## config.mk

```make
export PLATFORM = sky130hd
export DESIGN_NAME = instruction_buffer
export DESIGN_NICKNAME = d
export VERILOG_FILES = /design/src/rtl/instruction_buffer.sv
export SDC_FILE = /design/constraint.sdc
export NUM_CORES = 1
export LEC_CHECK = 0
export CAP_MARGIN = 5
export CORE_MARGIN = 2
export CORE_UTILIZATION = 64
export DETAILED_ROUTE_END_ITERATION = 8
export PLACE_DENSITY = 0.87
export SETUP_SLACK_MARGIN = 0.3
export SLEW_MARGIN = 20
export SYNTH_ARGS = -nofsm -noshare
export SYNTH_HDL_FRONTEND = slang
export SYNTH_SLANG_ARGS = --single-unit
```

## constraint.sdc

```tcl
create_clock -name clk -period 8.9 [get_ports clk]
set_clock_uncertainty 0.1 [all_clocks]
set_input_delay 1.78 -clock clk [delete_from_list [all_inputs] [get_ports clk]]
set_output_delay 1.78 -clock clk [all_outputs]
set_load 0.05 [all_outputs]
```

## src/rtl/instruction_buffer.sv

```systemverilog
// Circular instruction queue between fetch and dispatch: accepts whole 4-slot
// bundles against a credit and presents the four oldest entries in program order.
module instruction_buffer #(
    parameter int DEPTH = 16,
    parameter int EW    = 38
) (
    input  logic            clk,
    input  logic            rst,
    input  logic            flush,
    input  logic            if_valid_in,
    input  logic [15:0]     opcode_in_flat,
    input  logic [31:0]     immediate_in_flat,
    input  logic [3:0]      op_a_local_dep_in_flat,
    input  logic [15:0]     op_a_owner_in_flat,
    input  logic [3:0]      op_b_local_dep_in_flat,
    input  logic [15:0]     op_b_owner_in_flat,
    input  logic [15:0]     rt_in_flat,
    input  logic [15:0]     ra_in_flat,
    input  logic [15:0]     rb_in_flat,
    input  logic [3:0]      uses_rb_in_flat,
    input  logic [3:0]      is_ld_str_in_flat,
    input  logic [3:0]      is_fxu_in_flat,
    input  logic [3:0]      is_branch_in_flat,
    output logic [2:0]      num_fetch,
    input  logic [2:0]      deq_count,
    output logic [3:0]      out_valid_flat,
    output logic [4*EW-1:0] out_entry_flat,
    output logic [$clog2(DEPTH+1)-1:0] occupancy,
    output logic            overflow_err
);

    localparam int PW = $clog2(DEPTH);
    localparam int CW = $clog2(DEPTH+1);

    logic [EW-1:0] mem_q [DEPTH];
    logic [PW-1:0] head_q, head_d;
    logic [PW-1:0] tail_q, tail_d;
    logic [CW-1:0] occ_q, occ_d;
    logic          ovf_q, ovf_d;

    logic [EW-1:0] inEntry [4];
    logic          creditOk;
    logic          enq;
    logic [2:0]    deqEff;

    // Slot k of every flat input sits at W*(3-k); slot 0 (oldest) is in the MSBs.
    always_comb begin
        for (int k = 0; k < 4; k++) begin
            inEntry[k] = {opcode_in_flat[4*(3-k) +: 4],
                          immediate_in_flat[8*(3-k) +: 8],
                          op_a_local_dep_in_flat[3-k],
                          op_a_owner_in_flat[4*(3-k) +: 4],
                          op_b_local_dep_in_flat[3-k],
                          op_b_owner_in_flat[4*(3-k) +: 4],
                          rt_in_flat[4*(3-k) +: 4],
                          ra_in_flat[4*(3-k) +: 4],
                          rb_in_flat[4*(3-k) +: 4],
                          uses_rb_in_flat[3-k],
                          is_ld_str_in_flat[3-k],
                          is_fxu_in_flat[3-k],
                          is_branch_in_flat[3-k]};
        end
    end

    // Credit depends only on registered occupancy, so fetch never sees a same-cycle dequeue.
    assign creditOk  = (CW'(DEPTH) - occ_q) >= CW'(4);
    assign num_fetch = creditOk ? 3'd4 : 3'd0;
    assign enq       = if_valid_in && creditOk && !flush;

    always_comb begin
        deqEff = deq_count;
        if (deqEff > 3'd4) begin
            deqEff = 3'd4;
        end
        if (CW'(deqEff) > occ_q) begin
            deqEff = 3'(occ_q);
        end
    end

    always_comb begin
        head_d = head_q;
        tail_d = tail_q;
        occ_d  = occ_q;
        ovf_d  = ovf_q | (if_valid_in && !creditOk && !flush);
        if (flush) begin
            head_d = '0;
            tail_d = '0;
            occ_d  = '0;
        end else begin
            head_d = head_q + PW'(deqEff);
            if (enq) begin
                tail_d = tail_q + PW'(4);
            end
            occ_d = occ_q + (enq ? CW'(4) : CW'(0)) - CW'(deqEff);
        end
    end

    always_ff @(posedge clk) begin
        if (rst) begin
            head_q <= '0;
            tail_q <= '0;
            occ_q  <= '0;
            ovf_q  <= 1'b0;
        end else begin
            head_q <= head_d;
            tail_q <= tail_d;
            occ_q  <= occ_d;
            ovf_q  <= ovf_d;
        end
    end

    // Storage holds no reset; stale contents are masked by occupancy.
    always_ff @(posedge clk) begin
        if (enq && !rst) begin
            for (int k = 0; k < 4; k++) begin
                mem_q[tail_q + PW'(k)] <= inEntry[k];
            end
        end
    end

    always_comb begin
        out_entry_flat = '0;
        out_valid_flat = '0;
        for (int k = 0; k < 4; k++) begin
            out_entry_flat[EW*(3-k) +: EW] = mem_q[head_q + PW'(k)];
            out_valid_flat[3-k]            = occ_q > CW'(k);
        end
    end

    assign occupancy    = occ_q;
    assign overflow_err = ovf_q;

endmodule

```

* Word-level counts from Yosys, hierarchy flattened
Memories as Yosys holds them, arrays and structs flattened. A register that Yosys moved wholly into a read port is not among the register bits.
Cells that the tools add are included.
** Word-level totals
- Register bits after elaboration :: 14
- RAM bits :: 608
- Input bits :: 159
- Output and inout bits :: 165
- Logic and storage cells :: 40
- Memories :: 1
** Operators by class
- Add/sub/neg operators :: 11
- Order comparisons :: 7
- Mux-type cells :: 7
- Bitwise gates (word level) :: 1
- Reduce and logical (&&, ||, !) cells :: 9
** Memory list
- mem_q :: words 16, bits a word 38, rd ports 4, clocked after Yosys merged registers in 1, write ports 4, RTL line 35 : logic [EW-1:0] mem_q [DEPTH];
** Operators with widths (number)
- $add A4 B2 Y4 const B :: 4
- $mux W3 :: 4
- $gt A5 B1 Y1 const B :: 2
- $gt A5 B2 Y1 const B :: 2
- $add A4 B1 Y4 const B :: 2
- $add A5 B3 Y5 :: 1
- $ge A5 B3 Y1 const B :: 1
- $gt A3 B5 Y1 :: 1
- $logic_and A1 B1 Y1 :: 5
- $sub A5 B3 Y5 :: 1
- $sub A5 B5 Y5 const A :: 1
- $add A4 B3 Y4 :: 1
- $add A4 B3 Y4 const B :: 1
- $mux W4 :: 1
- $gt A3 B3 Y1 const B :: 1
- $logic_not A1 Y1 :: 3
- $mux W1 :: 2
- $reduce_or A2 Y1 :: 1
- $or A1 B1 Y1 :: 1

* Logic depth before layout (Yosys ltp)
- Depth after elaboration :: 7
- Gate-level depth with buffers :: 13
- Mapped depth without buffers :: 13

* Least setup slack after synthesis
No wires, ideal clock.
- Path type :: input to register
- Start point :: in flush
- End point :: mem mem_q[0][0], enable pin
- Library setup time :: 0.530 ns
- Arrival time :: 5.668 ns
- Data required time :: 8.270 ns
- Setup slack :: 2.602 ns
- Stages :: 3
- Buffers on the path :: 0
- Cells stage by stage :: nand2b_1 -> nor3_1 -> and2_1
** RTL lines
- from (decl) :: RTL line 9 : input logic flush,
- to (decl) :: RTL line 35

* Worst setup path in the final report
- Start point :: reg head_q[1]
- End point :: out out_entry_flat[60]
** Between the ends
- Longest elaborated chain between the ends :: 2
** Ends and longest elaborated chain
- from (decl) :: RTL line 36 : logic [PW-1:0] head_q, head_d;
- from (signal assigned) :: RTL line 100 : head_q <= '0;
- from (signal assigned) :: RTL line 105 : head_q <= head_d;
- $add A4 B2 Y4 :: RTL line 125 : out_entry_flat[EW*(3-k) +: EW] = mem_q[head_q + PW'(k)];
- $mem_v2 Z16 W38
- to (decl) :: RTL line 27 : output logic [4*EW-1:0] out_entry_flat,
Every way passes these cells.

==> results.toml <==
[sta]
fin_crit_sh_pct = 84.3
relSlewSlack_pct = 23.9
hold_viol_final = 0
drv_slew = 0
timing.final.ws_setup_ns = 1.39
setup_tns_ns = 0
rsz0062_at_grt = "no"
fin_crit_ns = 7.51
setup_violations = 0
whs_ns = 0.368
worst_slew_pin_slew_ns = 1.14
fmax_ghz = 0.133

[place]
place_congestion = 0.872
place_ws_ns = 2.14
post-dp-hpwl_mm = 60.9
portBuffers = 321
place_area_um2 = 40300
numPlacedInstances = 3053

[synth]
ys_seq_area_share_pct = 50.3
ys.flop_type = "edfxtp_1"
synth.largest_area_cell = "edfxtp_1"
synth_most_common_cell = "edfxtp_1"
synth_edf_count = 608
syn-cell-area_um2 = 36700
yosysUniqueCellTypes = 43
synth_top_cell_area_share_pct = 49.7
async_flop_share_pct = 0
synth_cells = 2132
syn_avg_cell_area_um2 = 17.2
ys_ff_latch = 620
ys_top_cells_by_count = "edfxtp_1, mux4_2, mux2i_1"
synth_area_leaders = "edfxtp_1, mux4_2, mux2_2"
yosysWarnings = 0

[cells_and_area]
fillers = 3159
final_area_um2 = 42600
area_growth_syn_to_layout_pct = 16.0
nets = 2551
final_core_util_pct = 75.3
instances_no_fill = 3183
drive_gt1_share_pct = 32.4

[clock_tree]
cts_resized = 0
clk_path_buf_depth = 3
clock_latency_ns = 0.62
numCtsBuffers = 68
clk_pin_slew_ns = 0.06
clock-root-buffer = "clkbuf_16"
cts.sinks = 620
cts_max_level = 3
cts_tree = "built"
postCtsSetupRepairBufs = 0
ctsHoldBuffers = 0

[grt]
grt_pass1_vias = 24319
grt_pass1_wl_mm = 146
grt_overflow = 0
grt_antenna_before_repair = 13
grt_use_total_pct = 32.7
grt_max_degree = 163

[routing]
vias_per_cell = 7.37
drt_iter0_drc = 2633
route.final.wire_length_mm = 95.6
wl_per_cell_um = 30.0
drtPass1Iterations = 5
ant_nets = 0
via_count = 23446
drc = 0

[outcome]
outcome = "finished, final reports clean"

[run]
cap_violations = 0

[setup_path]
crit_path_frequent_cell = "buf_4"
path_max_fanout = 56
crit_arrival_ns = 5.63
crit_slowest_cell = "clkdlybuf4s50_1"
slowest_delay_ns = 0.90
rr_startpoint = "occupancy[1]$_SDFF_PP0_"
cp.required_ns = 7.02
start_kind = "flop"
r2r_cells = 6
rrSetupSlack_ns = 4.89
crit_chain = "buf_4 -> ha_1 -> xnor2_2 -> buf_4 -> buf_4 -> a211oi_1 -> a31oi_1 -> clkdlybuf4s50_1"
crit_path_start = "head_q[1]$_SDFF_PP0_"
rr_endpoint = "mem_q[1][0]$_DFFE_PP_"
end_kind = "primary output"
critPathCapture = "out_entry_flat[60]"
crit_type = "flop to primary output"

[floorplanning]
die_h_um = 244
ioPinCount = 324
fp.dieW_um = 244
floorplan.initialDensity_pct = 64.9
die_area_um2 = 59300
rows = 87
core_area_um2 = 56600

[power]
power.density_nw_per_um2 = 253
finalPower_mw = 10.8
leakage_nw = 13.1
peakVddDrop_v = 0.000272

[hold_path]
hp-class = "flop to flop"
worst_hold_path.num_cells = 2
## state kept, by name, summed over array words and instances, names as in the netlist
name,cells
tail_q,2
overflow_err,1
mem_q,608
head_q,4
occupancy,5
## worst min-delay path by stage
| stage | from | endpoint | slack (ns) |
|---|---|---|---|
| after floorplan | tail_q[2]$_SDFFE_PP0P_ | tail_q[2]$_SDFFE_PP0P_ | 0.38 |
| after global placement | overflow_err$_SDFF_PP0_ | overflow_err$_SDFF_PP0_ | 0.35 |
| after detailed placement | overflow_err$_SDFF_PP0_ | overflow_err$_SDFF_PP0_ | 0.36 |
| after CTS | overflow_err$_SDFF_PP0_ | overflow_err$_SDFF_PP0_ | 0.37 |
| after global routing | overflow_err$_SDFF_PP0_ | overflow_err$_SDFF_PP0_ | 0.40 |
| final | overflow_err$_SDFF_PP0_ | overflow_err$_SDFF_PP0_ | 0.37 |
## cell usage in the layout (no fill, tap or decap), drive strengths merged, types with 8 or more instances in the layout
| cell type | n |
|---|---|
| edfxtp | 608 |
| mux4 | 494 |
| clkdlybuf4s50 | 321 |
| mux2i | 151 |
| nand2 | 139 |
| mux2 | 138 |
| a21oi | 80 |
| nor2 | 80 |
| clkbuf | 79 |
| nor2b | 41 |
| buf | 41 |
| a211oi | 38 |
| a31oi | 38 |
| clkinv | 24 |
| ha | 21 |
| nand3 | 19 |
| inv | 19 |
| dfxtp | 12 |
| bufinv | 9 |
| and2 | 8 |
## per-layer routing
layer  wire length, µm  track usage (%)  vias to the layer above  share of wire (%)
li1                  -                -                     9532                  -
met1             33300             42.7                    12001                 35
met2             48100             52.9                     1582                 50
met3              9800             7.68                      317                 10
met4              4320             15.0                       14                4.5
met5                90                0                        -              0.094
## worst max-delay path: cells and delay by family (launching register included)
kind | cells | cell delay, ns
flip-flops | 1 | 0.87
XOR/XNOR | 1 | 0.13
buffers and inverters | 4 | 2.96
adder cells (fa/ha/maj) | 1 | 0.38
AO/OA/AOI/OAI | 2 | 0.55
## where the power goes
part / switching [mW] / internal [mW]
logic: 2.67 / 1.80
registers: 0.0994 / 3.32
clock network: 1.16 / 1.72
## area by class of cell
| cell class | instances | area (µm²) | area share (%) |
|---|---|---|---|
| inverter | 16 | 60.1 | 0.141 |
| antenna | 7 | 17.5 | 0.0411 |
| clock buffer | 79 | 1810 | 4.24 |
| tap | 756 | 946 | 2.22 |
| clock inverter | 43 | 483 | 1.13 |
| multi-input combinational | 1300 | 17200 | 40.4 |
| sequential | 620 | 18500 | 43.4 |
| timing repair buffer | 362 | 3590 | 8.43 |
## logic make-up after synthesis
group	after synthesis	synth area share [%]
buf+inv	213	3.13
simple gates	294	3.44
mux	783	38.7
other cells	1	0.0102
compound gates	185	3.18
xor+xnor	12	0.306
flops	620	50.3
fa+ha+maj	24	0.879
Power figures use the tool's default switching activity.
